--- src/rtl/sss_multi_correlator.sv ---
// sss_multi_correlator: scores one received SSS sequence against NUM_CAND
// stored candidates, one candidate per clock. Streams each agreement score,
// tracks the best candidate (ties keep the lower index) and raises detected
// when the best score reaches the threshold captured with start.
module sss_multi_correlator #(
   parameter int SEQ_LEN  = 62,
   parameter int NUM_CAND = 8,
   parameter int IDX_W    = $clog2(NUM_CAND),
   parameter int SCORE_W  = $clog2(SEQ_LEN + 1)
) (
   input  logic               clk,
   input  logic               reset,
   input  logic               cand_we,
   input  logic [IDX_W-1:0]   cand_addr,
   input  logic [SEQ_LEN-1:0] cand_wdata,
   input  logic               start,
   input  logic [SEQ_LEN-1:0] rx_seq,
   input  logic [SCORE_W-1:0] threshold,
   output logic               busy,
   output logic               score_valid,
   output logic [IDX_W-1:0]   score_idx,
   output logic [SCORE_W-1:0] score,
   output logic               done,
   output logic [IDX_W-1:0]   best_idx,
   output logic [SCORE_W-1:0] best_score,
   output logic               detected
);

   typedef enum logic [1:0] {
      S_IDLE  = 2'd0,
      S_RUN   = 2'd1,
      S_DRAIN = 2'd2,
      S_DONE  = 2'd3
   } state_e;

   localparam logic [IDX_W-1:0] LAST_IDX = IDX_W'(NUM_CAND - 1);

   state_e               state_q, state_d;
   logic [IDX_W-1:0]     idx_q, idx_d;
   logic                 start_acc;

   // search context captured on the accepted start
   logic [SEQ_LEN-1:0]   rx_q;
   logic [SCORE_W-1:0]   thr_q;

   // candidate table; deliberately has no reset so entries survive it
   logic [SEQ_LEN-1:0]   cand_q [NUM_CAND];
   logic                 addr_ok;
   logic                 tbl_we;

   // score stage
   logic [SEQ_LEN-1:0]   match_v;
   logic [SCORE_W-1:0]   pop_d;
   logic                 score_valid_q;
   logic [IDX_W-1:0]     score_idx_q;
   logic [SCORE_W-1:0]   score_q;

   // best tracking
   logic [IDX_W-1:0]     best_idx_q, best_idx_d;
   logic [SCORE_W-1:0]   best_score_q, best_score_d;
   logic                 detected_q, detected_d;

   // Out-of-range addresses only exist when NUM_CAND is not a power of two.
   if (NUM_CAND == (1 << IDX_W)) begin : g_addr_full
      assign addr_ok = 1'b1;
   end else begin : g_addr_part
      assign addr_ok = (32'(cand_addr) < NUM_CAND);
   end

   // Table writes are only honoured while idle so a search sees a stable table.
   assign tbl_we = cand_we && addr_ok && (state_q == S_IDLE);

   // Candidate table storage.
   always_ff @(posedge clk) begin
      if (tbl_we) begin
         cand_q[cand_addr] <= cand_wdata;
      end
   end

   // Agreement count: number of positions where rx and the candidate are equal.
   always_comb begin
      match_v = ~(rx_q ^ cand_q[idx_q]);
      pop_d   = '0;
      for (int b = 0; b < SEQ_LEN; b++) begin
         pop_d = pop_d + SCORE_W'(match_v[b]);
      end
   end

   // FSM next state: IDLE -> RUN (one candidate per cycle) -> DRAIN -> DONE.
   always_comb begin
      state_d   = state_q;
      idx_d     = idx_q;
      start_acc = 1'b0;
      case (state_q)
         S_IDLE: begin
            if (start) begin
               start_acc = 1'b1;
               idx_d     = '0;
               state_d   = S_RUN;
            end
         end
         S_RUN: begin
            if (idx_q == LAST_IDX) begin
               idx_d   = '0;
               state_d = S_DRAIN;
            end else begin
               idx_d = idx_q + IDX_W'(1);
            end
         end
         S_DRAIN: state_d = S_DONE;
         S_DONE:  state_d = S_IDLE;
         default: state_d = S_IDLE;
      endcase
   end

   // State, index and captured search context.
   always_ff @(posedge clk) begin
      if (reset) begin
         state_q <= S_IDLE;
         idx_q   <= '0;
         rx_q    <= '0;
         thr_q   <= '0;
      end else begin
         state_q <= state_d;
         idx_q   <= idx_d;
         if (start_acc) begin
            rx_q  <= rx_seq;
            thr_q <= threshold;
         end
      end
   end

   // Registered score stage: one result per RUN cycle, no backpressure.
   always_ff @(posedge clk) begin
      if (reset) begin
         score_valid_q <= 1'b0;
         score_idx_q   <= '0;
         score_q       <= '0;
      end else begin
         score_valid_q <= (state_q == S_RUN);
         if (state_q == S_RUN) begin
            score_idx_q <= idx_q;
            score_q     <= pop_d;
         end
      end
   end

   // Best tracking; strict '>' keeps the lower index on ties. Detection uses
   // the post-update best so the final score is included when DONE is entered.
   always_comb begin
      best_score_d = best_score_q;
      best_idx_d   = best_idx_q;
      detected_d   = detected_q;
      if (start_acc) begin
         best_score_d = '0;
         best_idx_d   = '0;
         detected_d   = 1'b0;
      end else if (score_valid_q &&
                   ((score_idx_q == '0) || (score_q > best_score_q))) begin
         best_score_d = score_q;
         best_idx_d   = score_idx_q;
      end
      if (state_q == S_DRAIN) begin
         detected_d = (best_score_d >= thr_q);
      end
   end

   // Best/detect registers.
   always_ff @(posedge clk) begin
      if (reset) begin
         best_score_q <= '0;
         best_idx_q   <= '0;
         detected_q   <= 1'b0;
      end else begin
         best_score_q <= best_score_d;
         best_idx_q   <= best_idx_d;
         detected_q   <= detected_d;
      end
   end

   assign busy        = (state_q != S_IDLE);
   assign done        = (state_q == S_DONE);
   assign score_valid = score_valid_q;
   assign score_idx   = score_idx_q;
   assign score       = score_q;
   assign best_idx    = best_idx_q;
   assign best_score  = best_score_q;
   assign detected    = detected_q;

endmodule
--- config.mk ---
export PLATFORM = sky130hd
export DESIGN_NAME = sss_multi_correlator
export DESIGN_NICKNAME = d
export VERILOG_FILES = /design/src/rtl/sss_multi_correlator.sv
export SDC_FILE = /design/constraint.sdc
export NUM_CORES = 1
export LEC_CHECK = 0
export ABC_CLOCK_PERIOD_IN_PS = 10000
export CORE_MARGIN = 3
export CORE_UTILIZATION = 50
export CTS_BUF_LIST = sky130_fd_sc_hd__clkbuf_8
export CTS_CLUSTER_DIAMETER = 80
export DETAILED_ROUTE_END_ITERATION = 6
export GPL_TIMING_DRIVEN = 1
export PLACE_DENSITY = 0.74
export SLEW_MARGIN = 15
export SYNTH_ARGS = -nofsm -noshare
export SYNTH_HDL_FRONTEND = slang
export SYNTH_SLANG_ARGS = --single-unit
--- constraint.sdc ---
create_clock -name clk -period 10 [get_ports clk]
set_input_delay 2 -clock clk [delete_from_list [all_inputs] [get_ports clk]]
set_output_delay 2 -clock clk [all_outputs]
set_load 0.1 [all_outputs]
**Word level (Yosys, flattened, before mapping)**

Memories as Yosys holds them, arrays and structs flattened. A register that Yosys moved wholly into a read port is not among the register bits.
Cells that the tools add are included.

- Input bits: 137
- Bits in registers: 93
- Bits in latches: 0
- Word-level logic and storage cells: 110
- Output and inout port bits: 22
- Memories: 1
- RAM bits: 496
- Memory bits (read-only): 0

- Add/sub/neg operators: 62
- Multipliers: 0
- Reduce and logical (&&, ||, !) cells: 11
- Bitwise gates (word level): 2
- Order comparisons: 2
- Muxes and demuxes: 16
- Shift operators: 0
- Equal/unequal tests: 6
- Div/mod/pow operators: 0

Memory list:

| name | words | width | read ports | clocked after memory_dff | write ports | line | RTL |
|---|---|---|---|---|---|---|---|
| cand_q | 8 | 62 | 1 | 1 | 1 | 47 | `logic [SEQ_LEN-1:0] cand_q [NUM_CAND];` |

Operators by type and width:

| cell | number |
|---|---|
| 6-bit by 1-bit adder with 6-bit output | 56 |
| 62-bit inverter | 1 |
| 62-bit bitwise XOR | 1 |
| 3-bit 2-to-1 mux | 4 |
| 6-bit 2-to-1 mux | 2 |
| 2-bit case mux with 4 select lines | 1 |
| 5-bit by 1-bit adder with 6-bit output | 1 |
| 6-bit greater-or-equal comparator | 1 |
| 6-bit > comparator | 1 |
| 1-bit 2-to-1 mux | 6 |
| 3-bit case mux with 2 select lines | 1 |
| 2-bit nonzero test | 3 |
| 4-bit by 1-bit adder with 5-bit output | 1 |
| 3-bit by 1-bit adder with 4-bit output | 1 |
| 2-bit equality test (second input constant) | 2 |
| 2-bit 2-to-1 mux | 2 |
| 2-bit inequality test (second input constant) | 2 |
| 2-bit AND reduction | 2 |
| 2-bit by 1-bit adder with 3-bit output | 1 |
| 3-bit by 1-bit adder with 3-bit output (second input constant) | 1 |
| 3-bit equality test (second input constant) | 1 |
| 3-bit logical NOT | 1 |
| 1-bit by 1-bit adder with 2-bit output | 1 |
| 2-bit by 1-bit equality test with 1-bit output (second input constant) | 1 |
| other kinds (4) | 5 |

**Longest topological paths before layout**

- Word-level depth: 63
- Mapped depth: 24
- Gate-level depth less buffers: 22

**Least setup slack after synthesis**

OpenSTA, ideal clock, no wires.

- Kind: register -> register
- Start point: reg with a tool-made name
- End point: reg score_q[5], in the netlist score[5]
- Cell stages (with the launch flop): 25
- Buffers on the path: 3
- Data arrival time: 6.884 ns
- Data required time: 9.866 ns
- Clock period less this slack: 7.018 ns
- Setup time: 0.134 ns
- Path slack: 2.982 ns
- Cell sequence: dfxtp_1 -> buf_6 -> buf_6 -> buf_6 -> mux4_2 -> mux2i_1 -> xnor2_1 -> fa_1 -> inv_1 -> fa_1 -> inv_1 -> fa_1 -> fa_1 -> fa_1 -> inv_1 -> fa_1 -> fa_1 -> inv_1 -> fa_1 -> inv_1 -> ha_1 -> a21o_1 -> a211oi_1 -> nor4_1 -> or4_1

RTL lines:

| what | line | RTL |
|---|---|---|
| to (signal assigned) | 143 | `score_q <= pop_d;` |
| to (decl) | 56 | `logic [SCORE_W-1:0] score_q;` |

==> metrics.md <==
| Metric | Value |
|---|---|
| Total GRT Usage | `21.20%` |
| RR Endpoint | `score[5]` |
| Max Freq | `125.9 MHz` |
| Clk sinks | `592` |
| Synth Cell Area | `24440 sq um` |
| WP data required | `10.54 ns` |
| Crit Path Category | `reg -> reg` |
| Crit end category | `register` |
| Hold Buf Count CTS | `0` |
| Crit path largest cell delay | `0.81 ns` |
| H-tree levels | `3` |
| Final Core Density | `59.55%` |
| Vias in the first global route | `roughly 13000` |
| Sequential fraction of the synthesis area | `roughly 69%` |
| DP Wirelength | `between 30 and 40 mm` |
| CTS tree | `built` |
| Layout cell share with drive strength beyond 1 | `17.41%` |
| Max-cap violations | `0` |
| Yosys reg bits | `a little under 600` |
| Clock root buffer | `clkbuf_8` |
| Post-CTS setup buffers | `0` |
| Non-filler cells, final | `about 2300` |
| Top cell type by total area after synthesis | `edfxtp_1` |
| Fin. max-slew vios | `0` |
| Dpl cells | `2122` |
| Top cells by area, synth | `edfxtp_1, mux4_2, dfxtp_1, fa_1, mux2i_1` |
| Final RePlAce weighted congestion | `0.7893` |
| Resized Gates After CTS | `0` |
| Drt total wl | `about 53 mm` |
| Final Hold Violating Endpoints | `0` |
| Die width | `227.1 um` |
| Worst-margin pin slew | `1.073 ns` |
| Drt initial violations | `around 1100` |
| CP cell instances | `buf_12, mux4_2, mux2i_1, xnor2_1, fa_1, fa_1, fa_1, inv_1, fa_1, fa_1, fa_1, fa_1, inv_1, fa_1, inv_1, ha_1, a21o_1, a211oi_1, nor4_1, or4_1` |
| Most used cell, CP | `fa_1` |
| Multi-input logic area | `7098 sq um` |
| Row count | `80` |
| First-pass GRT wire length | `80.00 mm` |
| Average vias per placed instance | `about 5.6` |
| Final clock skew | `0.03395 ns` |
| Post-DR wirelength/cell | `23.21 um` |
| Initial Util | `about half` |
| Critical Path AT | `8.48 ns` |
| Hold slack | `0.4633 ns` |
| Nets@finish | `1821` |
| RSZ-0062 raised after global routing | `no` |
| Final worst path period need | `approximately 7.9 ns` |
| Largest net degree at the start of global routing | `between 80 and 90` |
| Setup violations, final | `0` |
| Reg-to-reg slack, setup | `2.05 ns` |
| Rel. slew slack | `approximately 28%` |
| Number of routed nets with antenna violations | `0` |
| Mean post-synth cell area | `17.55 sq um` |
| Slowest CP cell | `dfxtp_4` |
| Status | `finished clean` |
| Drc violations | `0` |
| Reg2Reg Depth | `20` |
| Synthesized instance count | `1393` |
| # fillers | `3513` |
| CTS Buf Count | `92` |
| Min-Delay Path Class | `reg -> reg` |
| Synth top area share | `60.94%` |
| Net Count, Synth | `1613` |
| Chip Height | `227.1 um` |
| Startpoint Class | `register` |
| DRT Pass-1 Iters | `5` |
| Yosys cell types | `42` |
| Detailed-route via count | `12760` |
| Number of I/O pins | `159` |
| Clock network latency to the later pin of the worst-skew pair | `0.69 ns` |
| Port buffer count | `roughly 160` |
| Worst Path Max Fanout | `55` |
| CTS max path bufs | `3` |
| Die area | `between 50000 and 60000 sq um` |
| Remaining global-route overflow | `0` |
| Core footprint | `48050 sq um` |
| Critical Path Sink | `score[5]` |
| Layout area overhead | `17.05%` |
| CTS clock-pin slew for the worst setup and hold paths | `0.06 ns` |
| Period Utilization, post-route | `79.45%` |
| Initial antenna violation count | `6` |
| Synth warn | `0` |
| Storage cell area | `16830 sq um` |
| Setup TNS | `0 ns` |
-- how the worst min path moves through the flow --
stage | start | to | slack (ns) | cells past startpoint
2_1_floorplan | thr_q[1] | thr_q[1] | 0.44 | 2
3_3_place_gp | best_idx[2] | best_idx[2] | 0.44 | 2
3_5_place_dp | best_idx[2] | best_idx[2] | 0.45 | 2
4_1_cts | thr_q[4] | thr_q[4] | 0.46 | 2
5_1_grt | best_idx[1] | best_idx[1] | 0.47 | 2
6_report | best_idx[2] | best_idx[2] | 0.46 | 2
-- cells in the mapped netlist (all sizes together) --
cell / n
a21o: 2
o31ai: 1
inv: 67
or3b: 1
o21a: 2
nand2: 173
and4b: 1
or4: 1
nor3: 8
nor4: 1
clkbuf: 37
nor3b: 2
or3: 2
nand3: 4
mux4: 124
o22ai: 1
mux2i: 82
nor2b: 3
a31o: 1
nand2b: 6
a21oi: 71
edfxtp: 496
dfxtp: 96
nand4: 1
ha: 31
o21ai: 3
a31oi: 1
and2: 1
fa: 52
mux2: 1
a211oi: 5
a32oi: 3
o21bai: 1
buf: 29
nor4bb: 1
xnor2: 36
nor2: 18
xor2: 28
-- flip-flops by register name, summed over array words and instances, names as in the netlist, named ones only --
| signal | count |
|---|---|
| idx_q | 3 |
| rx_q | 62 |
| thr_q | 6 |
| score | 6 |
| best_idx | 3 |
| score_idx | 3 |
| score_valid | 1 |
| cand_q | 496 |
| detected | 1 |
| best_score | 6 |
| state_q | 2 |
-- layout by cell type, fill, tap and decap left out, drive strengths merged, types with 52 or more instances in the layout --
cell type,synthesis,routed
edfxtp,496,496
nand2,173,173
clkdlybuf4s50,0,157
mux4,124,124
clkbuf,37,109
inv,67,108
dfxtp,96,96
mux2i,82,82
a21oi,71,71
fa,52,52
-- critical path: cells and delay by family, from the launching register on --
kind,cells,cell delay [ns]
adder cells (fa/ha/maj),9,4.24
flip-flops,1,0.81
multiplexers,2,0.80
AND/OR/NAND/NOR,2,0.63
buffers and inverters,4,0.54
AO/OA/AOI/OAI,2,0.50
XOR/XNOR,1,0.17
-- per-stage QoR --
stage	worst slack, ns	cell area (sq um)
5_1_grt	1.579	28600
6_report	2.055	28610
2_1_floorplan	2.982	24440
3_5_place_dp	1.944	26740
4_1_cts	1.949	28600
3_3_place_gp	2.115	26740
-- layer usage --
layer | vias up | wire [um] | global-route usage (%) | share of wire [%]
li1 | 5694 | - | - | -
met4 | 6 | 1460 | 7.591 | 2.7
met2 | 439 | 25630 | 33.47 | 48
met5 | - | 35 | 0 | 0.066
met1 | 6522 | 22450 | 29.42 | 42
met3 | 95 | 3740 | 4.977 | 7.0
-- layout make-up --
class | count | area share, %
diodes | 5 | 0.04373
clock buffers | 109 | 5.244
clock inverters | 61 | 1.246
inverters | 67 | 0.8790
multi-input cells | 668 | 24.81
flip-flops and latches | 592 | 58.82
well taps | 615 | 2.690
repair buffers | 180 | 6.271
-- logic make-up (layout without fill, tap and decap cells) --
logic type | after synthesis | in the layout | share of synthesized area (%)
AOI/OAI and AO/OA | 91 | 91 | 2.073
adders and majority gates | 83 | 83 | 5.846
and+or+nand+nor | 223 | 223 | 3.757
xor gates and xnor gates | 64 | 64 | 2.293
other | 0 | 5 | 0
buffers and inverters | 133 | 417 | 2.401
muxes | 207 | 207 | 14.83
DFF | 592 | 592 | 68.80
Power is not shown: default switching activity piles up to over one toggle a cycle in this logic, so the estimate is an artifact.
